File: src/rtl/mul_pkg.sv
// Shared types and elaboration helpers for the iterative carry-save multiplier.
package mul_pkg;

    typedef enum logic [1:0] {
        IDLE,
        ACC,
        CPA,
        DONE
    } state_t;

    function automatic int ceil_div(input int n, input int d);
        return (n + d - 1) / d;
    endfunction

    function automatic int prod_width(input int a_w, input int b_w);
        return a_w + b_w;
    endfunction

endpackage

File: src/rtl/csa_3to2_vec.sv
// Bitwise 3:2 compressor vector; carry is pre-shifted left with cin in bit 0.
// Latency: combinational. Backpressure: none, pure datapath.
module csa_3to2_vec #(
    parameter int W = 8
) (
    input  logic [W-1:0] a,
    input  logic [W-1:0] b,
    input  logic [W-1:0] c,
    input  logic         cin,
    output logic [W-1:0] sum,
    output logic [W-1:0] carry
);

    logic [W-2:0] maj;

    assign sum   = a ^ b ^ c;
    // The top majority bit would land at weight 2^W and is dropped (mod 2^W).
    assign maj   = (a[W-2:0] & b[W-2:0]) | (a[W-2:0] & c[W-2:0]) | (b[W-2:0] & c[W-2:0]);
    assign carry = {maj, cin};

endmodule

File: src/rtl/mul_csa_iter.sv
// Iterative carry-save multiplier, ROWS partial-product rows folded per cycle.
// Latency: N_ITER+1 cycles from accept to out_valid.
// Backpressure: single transaction in flight; result held in DONE until out_ready.
module mul_csa_iter
    import mul_pkg::*;
#(
    parameter int A_W  = 16,
    parameter int B_W  = 9,
    parameter int ROWS = 3
) (
    input  logic                 clk,
    input  logic                 rst,
    input  logic                 in_valid,
    output logic                 in_ready,
    input  logic                 in_signed,
    input  logic [A_W-1:0]       in_a,
    input  logic [B_W-1:0]       in_b,
    output logic                 out_valid,
    input  logic                 out_ready,
    output logic [A_W+B_W-1:0]   out_result,
    output logic                 busy
);

    localparam int P_W    = prod_width(A_W, B_W);
    localparam int N_ITER = ceil_div(B_W, ROWS);
    localparam int IDX_W  = $clog2(B_W + ROWS + 1);

    state_t           state;
    logic [A_W-1:0]   a_reg;
    logic [B_W-1:0]   b_reg;
    logic             sgn_reg;
    logic [P_W-1:0]   sum_reg;
    logic [P_W-1:0]   carry_reg;
    logic [IDX_W-1:0] idx;

    logic [P_W-1:0]   a_ext;
    logic [P_W-1:0]   rows    [ROWS];
    logic [ROWS-1:0]  row_neg;
    logic [P_W-1:0]   st_sum  [ROWS+1];
    logic [P_W-1:0]   st_car  [ROWS+1];

    assign a_ext = sgn_reg ? {{B_W{a_reg[A_W-1]}}, a_reg} : {{B_W{1'b0}}, a_reg};

    // Signed mode: the multiplier MSB row has negative weight, so it is
    // inverted here and the +1 of the two's complement rides in as cin.
    always_comb begin
        for (int i = 0; i < ROWS; i++) begin
            rows[i]    = (a_ext & {P_W{|(b_reg & (B_W'(1) << (int'(idx) + i)))}})
                         << (int'(idx) + i);
            row_neg[i] = sgn_reg && ((int'(idx) + i) == (B_W - 1));
            if (row_neg[i]) begin
                rows[i] = ~rows[i];
            end
        end
    end

    assign st_sum[0] = sum_reg;
    assign st_car[0] = carry_reg;

    for (genvar g = 0; g < ROWS; g++) begin : g_csa
        csa_3to2_vec #(
            .W (P_W)
        ) u_csa (
            .a     (st_sum[g]),
            .b     (st_car[g]),
            .c     (rows[g]),
            .cin   (row_neg[g]),
            .sum   (st_sum[g+1]),
            .carry (st_car[g+1])
        );
    end

    always_ff @(posedge clk or posedge rst) begin
        if (rst) begin
            state      <= IDLE;
            a_reg      <= '0;
            b_reg      <= '0;
            sgn_reg    <= 1'b0;
            sum_reg    <= '0;
            carry_reg  <= '0;
            idx        <= '0;
            in_ready   <= 1'b0;
            busy       <= 1'b0;
            out_valid  <= 1'b0;
            out_result <= '0;
        end else begin
            case (state)
                IDLE: begin
                    in_ready <= 1'b1;
                    if (in_valid && in_ready) begin
                        a_reg     <= in_a;
                        b_reg     <= in_b;
                        sgn_reg   <= in_signed;
                        sum_reg   <= '0;
                        carry_reg <= '0;
                        idx       <= '0;
                        in_ready  <= 1'b0;
                        busy      <= 1'b1;
                        state     <= ACC;
                    end
                end
                ACC: begin
                    sum_reg   <= st_sum[ROWS];
                    carry_reg <= st_car[ROWS];
                    idx       <= idx + IDX_W'(ROWS);
                    if (idx == IDX_W'((N_ITER - 1) * ROWS)) begin
                        state <= CPA;
                    end
                end
                CPA: begin
                    out_result <= sum_reg + carry_reg;
                    out_valid  <= 1'b1;
                    state      <= DONE;
                end
                DONE: begin
                    if (out_ready) begin
                        out_valid <= 1'b0;
                        in_ready  <= 1'b1;
                        busy      <= 1'b0;
                        state     <= IDLE;
                    end
                end
                default: state <= IDLE;
            endcase
        end
    end

endmodule

File: config.mk
export PLATFORM = sky130hd
export DESIGN_NAME = mul_csa_iter
export DESIGN_NICKNAME = d
export VERILOG_FILES = /design/src/rtl/mul_pkg.sv /design/src/rtl/csa_3to2_vec.sv /design/src/rtl/mul_csa_iter.sv
export SDC_FILE = /design/constraint.sdc
export NUM_CORES = 1
export LEC_CHECK = 0
export ABC_AREA = 1
export CORE_ASPECT_RATIO = 2
export CORE_UTILIZATION = 40
export CTS_BUF_LIST = sky130_fd_sc_hd__clkbuf_8
export DETAILED_ROUTE_END_ITERATION = 7
export HOLD_SLACK_MARGIN = 0.06
export RECOVER_POWER = 100
export SKIP_LAST_GASP = 1
export SLEW_MARGIN = 20
export SYNTH_ARGS = -nofsm -noshare
export SYNTH_HDL_FRONTEND = slang
export SYNTH_SLANG_ARGS = --single-unit
File: constraint.sdc
create_clock -name clk -period 6.45 [get_ports clk]
set_clock_uncertainty 0.05 [all_clocks]
set_input_delay 1.6125 -clock clk [delete_from_list [all_inputs] [get_ports clk]]
set_output_delay 1.6125 -clock clk [all_outputs]
set_load 0.01 [all_outputs]
# Word-level counts from Yosys, hierarchy flattened

Index checks and enable logic that the tools add are counted.

Bits in registers: 110
Latch bits: 0
RAM bits: 0
Memory bits (read-only): 0
Bits of input ports: 30
Output and inout bits: 28
Logic and storage cells: 98
Memories: 0

Add/subtract/negate cells: 4
Multipliers: 0
Div/mod/pow operators: 0
$lt $le $gt $ge: 0
Equality and inequality tests: 10
Shift-type cells: 6
Muxes and demuxes: 20
Bitwise operators: 30
Reduce and logical (&&, ||, !) cells: 17

Operator list:

| cell                                             | count |
|---|---|
| AND 24 bit                                       | 9 |
| bitwise XOR 25 bit                               | 6 |
| bitwise OR 24 bit                                | 6 |
| 2-to-1 mux 25 bit                                | 5 |
| case mux 25 bit (2 select lines)                 | 2 |
| AND 25 bit                                       | 3 |
| inverter 25 bit                                  | 3 |
| << shifter 1 x 32 -> 9 bit, first input constant | 2 |
| << shifter 25 x 32 -> 25 bit                     | 2 |
| AND 9 bit                                        | 3 |
| OR reduction 9 bit                               | 3 |
| adder 25 bit                                     | 1 |
| << shifter 25 x 4 -> 25 bit                      | 1 |
| == test 5 x 4 -> 1 bit, second input constant    | 2 |
| << shifter 1 x 4 -> 9 bit, first input constant  | 1 |
| case mux 2 bit (4 select lines)                  | 1 |
| case mux 4 bit (2 select lines)                  | 1 |
| AND reduction 2 bit                              | 4 |
| 2-to-1 mux 2 bit                                 | 3 |
| != test 2 bit, second input constant             | 3 |
| case mux 1 bit (2 select lines)                  | 3 |
| AND reduction 3 bit                              | 2 |
| nonzero test 2 bit                               | 3 |
| adder 4 x 1 -> 5 bit, second input constant      | 1 |
| other kinds (10)                                 | 17 |

# Logic depth before layout (Yosys ltp)

Gate-level depths: netlist of the first run.

Depth after elaboration: 17
Depth in mapped cells: 33
Depth with buffers taken out: 28

# By module

From an unflattened synthesis of the first run, not the netlist that was laid out.

Cells, all modules: 1,676
Area, all modules: 11,154.4 µm²

By module, submodules not included:

| module       | times used | cells an instance | area an instance (µm²) |
|---|---|---|---|
| mul_csa_iter | 1          | 1,574             | 9,585.4 |
| csa_3to2_vec | 3          | 34                | 523.0 |

# Worst setup path after synthesis of the first run

Ideal clock, no wire load.

Kind: register to register
Start point: reg idx[0]
End point: reg sum_reg[2]
Library setup time: 0.130 ns
Arrival time: 4.507 ns
Slack: 1.763 ns
Cell stages (with the launch flop): 21
Period minus slack after synthesis: 4.687 ns
Cell sequence: dfrtp_1 -> buf_2 -> inv_1 -> clkbuf_1 -> buf_1 -> ha_1 -> inv_1 -> nor2_1 -> nand3_1 -> nand3_1 -> buf_2 -> nand2_1 -> o21ai_0 -> o21ai_0 -> or2_0 -> o21ai_0 -> fa_1 -> fa_1 -> inv_1 -> fa_1 -> o21ai_0

Word-level cells in the longest chain between the ends: 16
Elaborated cells on any way between the ends: 44
Those cells by class: 2 x add/sub; 3 x eq/ne; 6 x shift; 4 x mux; 23 x bitwise; 6 x reduce/logical

RTL lines:

| what                                                          | RTL line            | source |
|---|---|---|
| start, declared                                               | mul_csa_iter.sv:34  | `logic [IDX_W-1:0] idx;` |
| start signal, assigned                                        | mul_csa_iter.sv:105 | `idx <= idx + IDX_W'(ROWS);` |
| branches (longest 14 deep; another with adder 4 x 1 -> 5 bit) | --                  |  |
| bitwise XOR 25 bit *                                          | csa_3to2_vec.sv:16  | `assign sum = a ^ b ^ c;` |
| case mux 25 bit (2 select lines) *                            | mul_csa_iter.sv:87  | `case (state)` |
| end signal, assigned                                          | mul_csa_iter.sv:103 | `sum_reg <= st_sum[ROWS];` |
| end, declared                                                 | mul_csa_iter.sv:32  | `logic [P_W-1:0] sum_reg;` |

Every way passes the cells marked *.
A chain may end at the register's enable or synchronous reset.

# Worst setup path in the final report of the first run

Start point: reg idx[2]
End point: reg sum_reg[16]

Same word-level chain as after synthesis.

==> metrics.yaml, run 1 <==
route:
  drcViolationCount: 0
  wl_per_cell_um: 18.2
  vias: 10200
  ant_nets: 0
  routed_via_density: 5.32
  routed_wl_um: 34900
  dr.pass1.iters: 6
  drt_first_iter_violations: 600
cts:
  ctsHtreeMaxLevel: 3
  cts_resized: 0
  cts_hold_buf: 0
  numClockSinks: 110
  cts_buffer_depth: 2
  cts_setup_buffers: 0
  tritoncts: "done"
  ctsRootBufferMaster: "clkbuf_8"
  path_clk_slew_ns: 0.11
  insertion_delay_ns: 0.45
  cts_made_buffers: 9
yosys:
  synth-simple-area-share: 0.287
  synth_fa_ha_area_frac: 0.177
  synth_seq_area_share: 0.255
  synthCells: 1549
  synth.avg_cell_area_sq_um: 6.96
  synth.cell_area_sq_um: 10800
  yosys.area_share.xor_xnor: 0.0453
  synthMuxAreaShare: 0.00104
  synth_warnings: 0
  synth_cell_type_count: 41
  synth_seq_cells: 110
  synth_compound_area_frac: 0.147
  synth-async-reset-ratio: 1.00
  synth_edf_count: 0
  synth_top_family_by_area: "simple AND/OR/NAND/NOR gates"
  syn-num-nets: 1688
  ys.flop_type: "dfrtp_1"
setup_path:
  critical_path_class: "flop to flop"
  endpoint: "sum_reg[16]$_DFFE_PP0P_"
  r2r-end: "sum_reg[16]$_DFFE_PP0P_"
  cp-startpoint: "idx[2]$_DFFE_PP0P_"
  reg2regPathDepth: 19
  cp-start-kind: "flop"
  required_ns: 6.67
  cp-end-kind: "flop"
  worstPathMaxFanout: 25
  r2r_setup_slack_ns: 0.78
  r2r_start: "idx[2]$_DFFE_PP0P_"
  cp.arrival_ns: 5.89
global_route:
  grt_pass1_vias: 10200
  grt_util_all_layers: 0.265
  antenna_found_initial: 0
  grt_max_degree: 66
  grt_pass1_wl_um: 54800
  grt-ovfl-total: 0
cells_and_area:
  drive_gt1_frac: 0.0420
  multi_input_area_sq_um: 7080
  nFillCells: 2788
  post-route-util: 0.449
  num-nets-final: 1705
  area_growth_pct: 9.75
  layout.area.seq_sq_um: 2750
timing:
  finalCritPeriodShare: 0.879
  max_freq_ghz: 0.176
  finalHoldViolCount: 0
  relSlewSlack: -0.987
  final.min_clock_period_ns: 5.67
  rsz0062_at_grt: "no"
  finalSetupViolCount: 0
  drv_slew: 122
  hold_slack_ns: 0.424
  worstMarginPinSlew_ns: 2.96
  tns_ns: 0
floorplan:
  die_h_um: 234
  initial_utilization: 0.409
  rows: 84
  die_x_um: 118
  dieArea_sq_um: 27700
  io_pins: 58
  coreArea_sq_um: 26400
worst_hold_path:
  hold_path_class: "flop to flop"
placed_design:
  gp_congestion: 1.03
  hpwlAfterDp_um: 29000
  port_buffers: 57
outcome:
  status: "finished, violations left"
  violations: "capacitance limit, slew limit"
flow_run:
  drv_cap: 3
==> layout by cell type (no fill, tap or decap), types with 3 or more instances in the layout <==
cell,n
a21oi_1,50
a31oi_1,18
buf_4,23
clkbuf_1,4
clkbuf_8,10
clkdlybuf4s50_1,26
dfrtp_1,110
dlygate4sd3_1,31
fa_1,73
ha_1,36
inv_1,156
inv_2,3
inv_6,3
nand2_1,497
nand3_1,147
nand3_2,5
nand4_1,7
nor2_1,62
nor3_1,6
nor4_1,3
o211ai_1,12
o21a_1,7
o21ai_0,146
o21ai_1,33
o21ai_2,6
o22ai_1,6
o31ai_1,6
or2_0,3
or2_1,3
or2_2,7
xnor2_1,7
xor2_1,47
==> worst max-delay path, cell delays in order (launching register included) <==
cell and delay [ns]:
dfrtp_1 0.87, ha_1 0.34, xor2_1 0.15, clkbuf_1 0.81, nor2_1 0.29, nand3_1 0.15
nand2_1 0.43, inv_1 0.36, nor2_2 0.06, o21ai_0 0.26, inv_1 0.08, o21ai_0 0.24
or2_0 0.19, o21ai_0 0.23, nand2_1 0.15, nand2_1 0.06, nand2_1 0.06, nand2_1 0.09
fa_1 0.53, o21ai_0 0.08
==> metrics by stage <==
| stage | std cells | area, sq um | worst slack [ns] |
|---|---|---|---|
| after floorplan | 1549 | 10800 | 1.76 |
| after global placement | 1899 | 11700 | 1.31 |
| after detailed placement | 1899 | 11700 | 1.26 |
| after CTS | 1915 | 11900 | 1.24 |
| after global routing | 1915 | 11800 | 0.424 |
| final | 1916 | 11800 | 0.779 |
==> synthesized netlist by cell type (2+ instances only) <==
cell type,number,area [sq um]
o21ai_2,7,61.3
o31ai_1,6,45.0
xnor2_1,7,61.3
nor4_1,3,18.8
o21a_1,7,52.6
o211ai_1,12,90.1
nor3_1,6,30.0
a21o_1,2,15.0
nand3_2,5,50.1
inv_1,156,586
nor2_1,61,229
xor2_1,47,412
nand2_1,497,1870
o22ai_1,6,37.5
or2_2,7,43.8
inv_2,4,15.0
nand4_1,7,43.8
buf_1,15,56.3
o21ai_0,143,716
buf_6,2,22.5
clkbuf_1,40,150
ha_1,36,450
fa_1,73,1460
o21ai_1,35,175
nor2_2,3,18.8
buf_2,20,100
a21oi_1,50,250
a31oi_1,18,113
and2_1,2,12.5
buf_4,2,15.0
dfrtp_1,110,2750
or2_1,5,31.3
nand3_1,147,736
==> layer usage <==
layer / GRT usage / share of wire / vias to the layer above
li1: - / - / 5029
met1: 0.251 / 0.34 / 4733
met2: 0.505 / 0.54 / 307
met3: 0.0331 / 0.032 / 124
met4: 0.219 / 0.087 / 0
met5: 0 / 0 / -
==> cell type report <==
type                       instances  area share
multi-input combinational       1199       0.598
sequential                       110       0.232
timing repair buffer              85      0.0645
inverter                         161      0.0511
tap                              344      0.0364
clock buffer                      10      0.0116
clock inverter                     6     0.00571
antenna                            1    0.000211
==> worst min path at each step <==
| stage | cells past startpoint | start | end | slack [ns] |
|---|---|---|---|---|
| 2_1_floorplan | 2 | sum_reg[24]$_DFFE_PP0P_ | sum_reg[24]$_DFFE_PP0P_ | 0.42 |
| 3_3_place_gp | 2 | out_result[0]$_DFFE_PP0P_ | out_result[0]$_DFFE_PP0P_ | 0.41 |
| 3_5_place_dp | 2 | out_result[0]$_DFFE_PP0P_ | out_result[0]$_DFFE_PP0P_ | 0.41 |
| 4_1_cts | 2 | out_result[0]$_DFFE_PP0P_ | out_result[0]$_DFFE_PP0P_ | 0.44 |
| 5_1_grt | 2 | out_result[22]$_DFFE_PP0P_ | out_result[22]$_DFFE_PP0P_ | 0.46 |
| 6_report | 2 | out_result[0]$_DFFE_PP0P_ | out_result[0]$_DFFE_PP0P_ | 0.42 |
==> kinds of logic (layout without fill, tap and decap cells) <==
kind of cell,count (synthesis),count (layout)
compound gates,289,289
xor+xnor,55,55
fa+ha+maj,109,109
buf+inv,240,262
flops,110,110
mux,1,1
other cells,0,1
simple gates,745,745
Power of run 1 is not shown: default switching activity piles up to over one toggle a cycle in this logic, so the estimate is an artifact.
==> inputs of run 2 (changes only) <==
--- a/config.mk
+++ b/config.mk
@@ -6,6 +6,7 @@
 export NUM_CORES = 1
 export LEC_CHECK = 0
 export ABC_AREA = 1
+export CAP_MARGIN = 20
 export CORE_ASPECT_RATIO = 2
 export CORE_UTILIZATION = 40
 export CTS_BUF_LIST = sky130_fd_sc_hd__clkbuf_8
==> results of run 2 <==
Final layout, timing and power as in run 1 (identical DEF).
Power of run 2 is left out for the same reason.
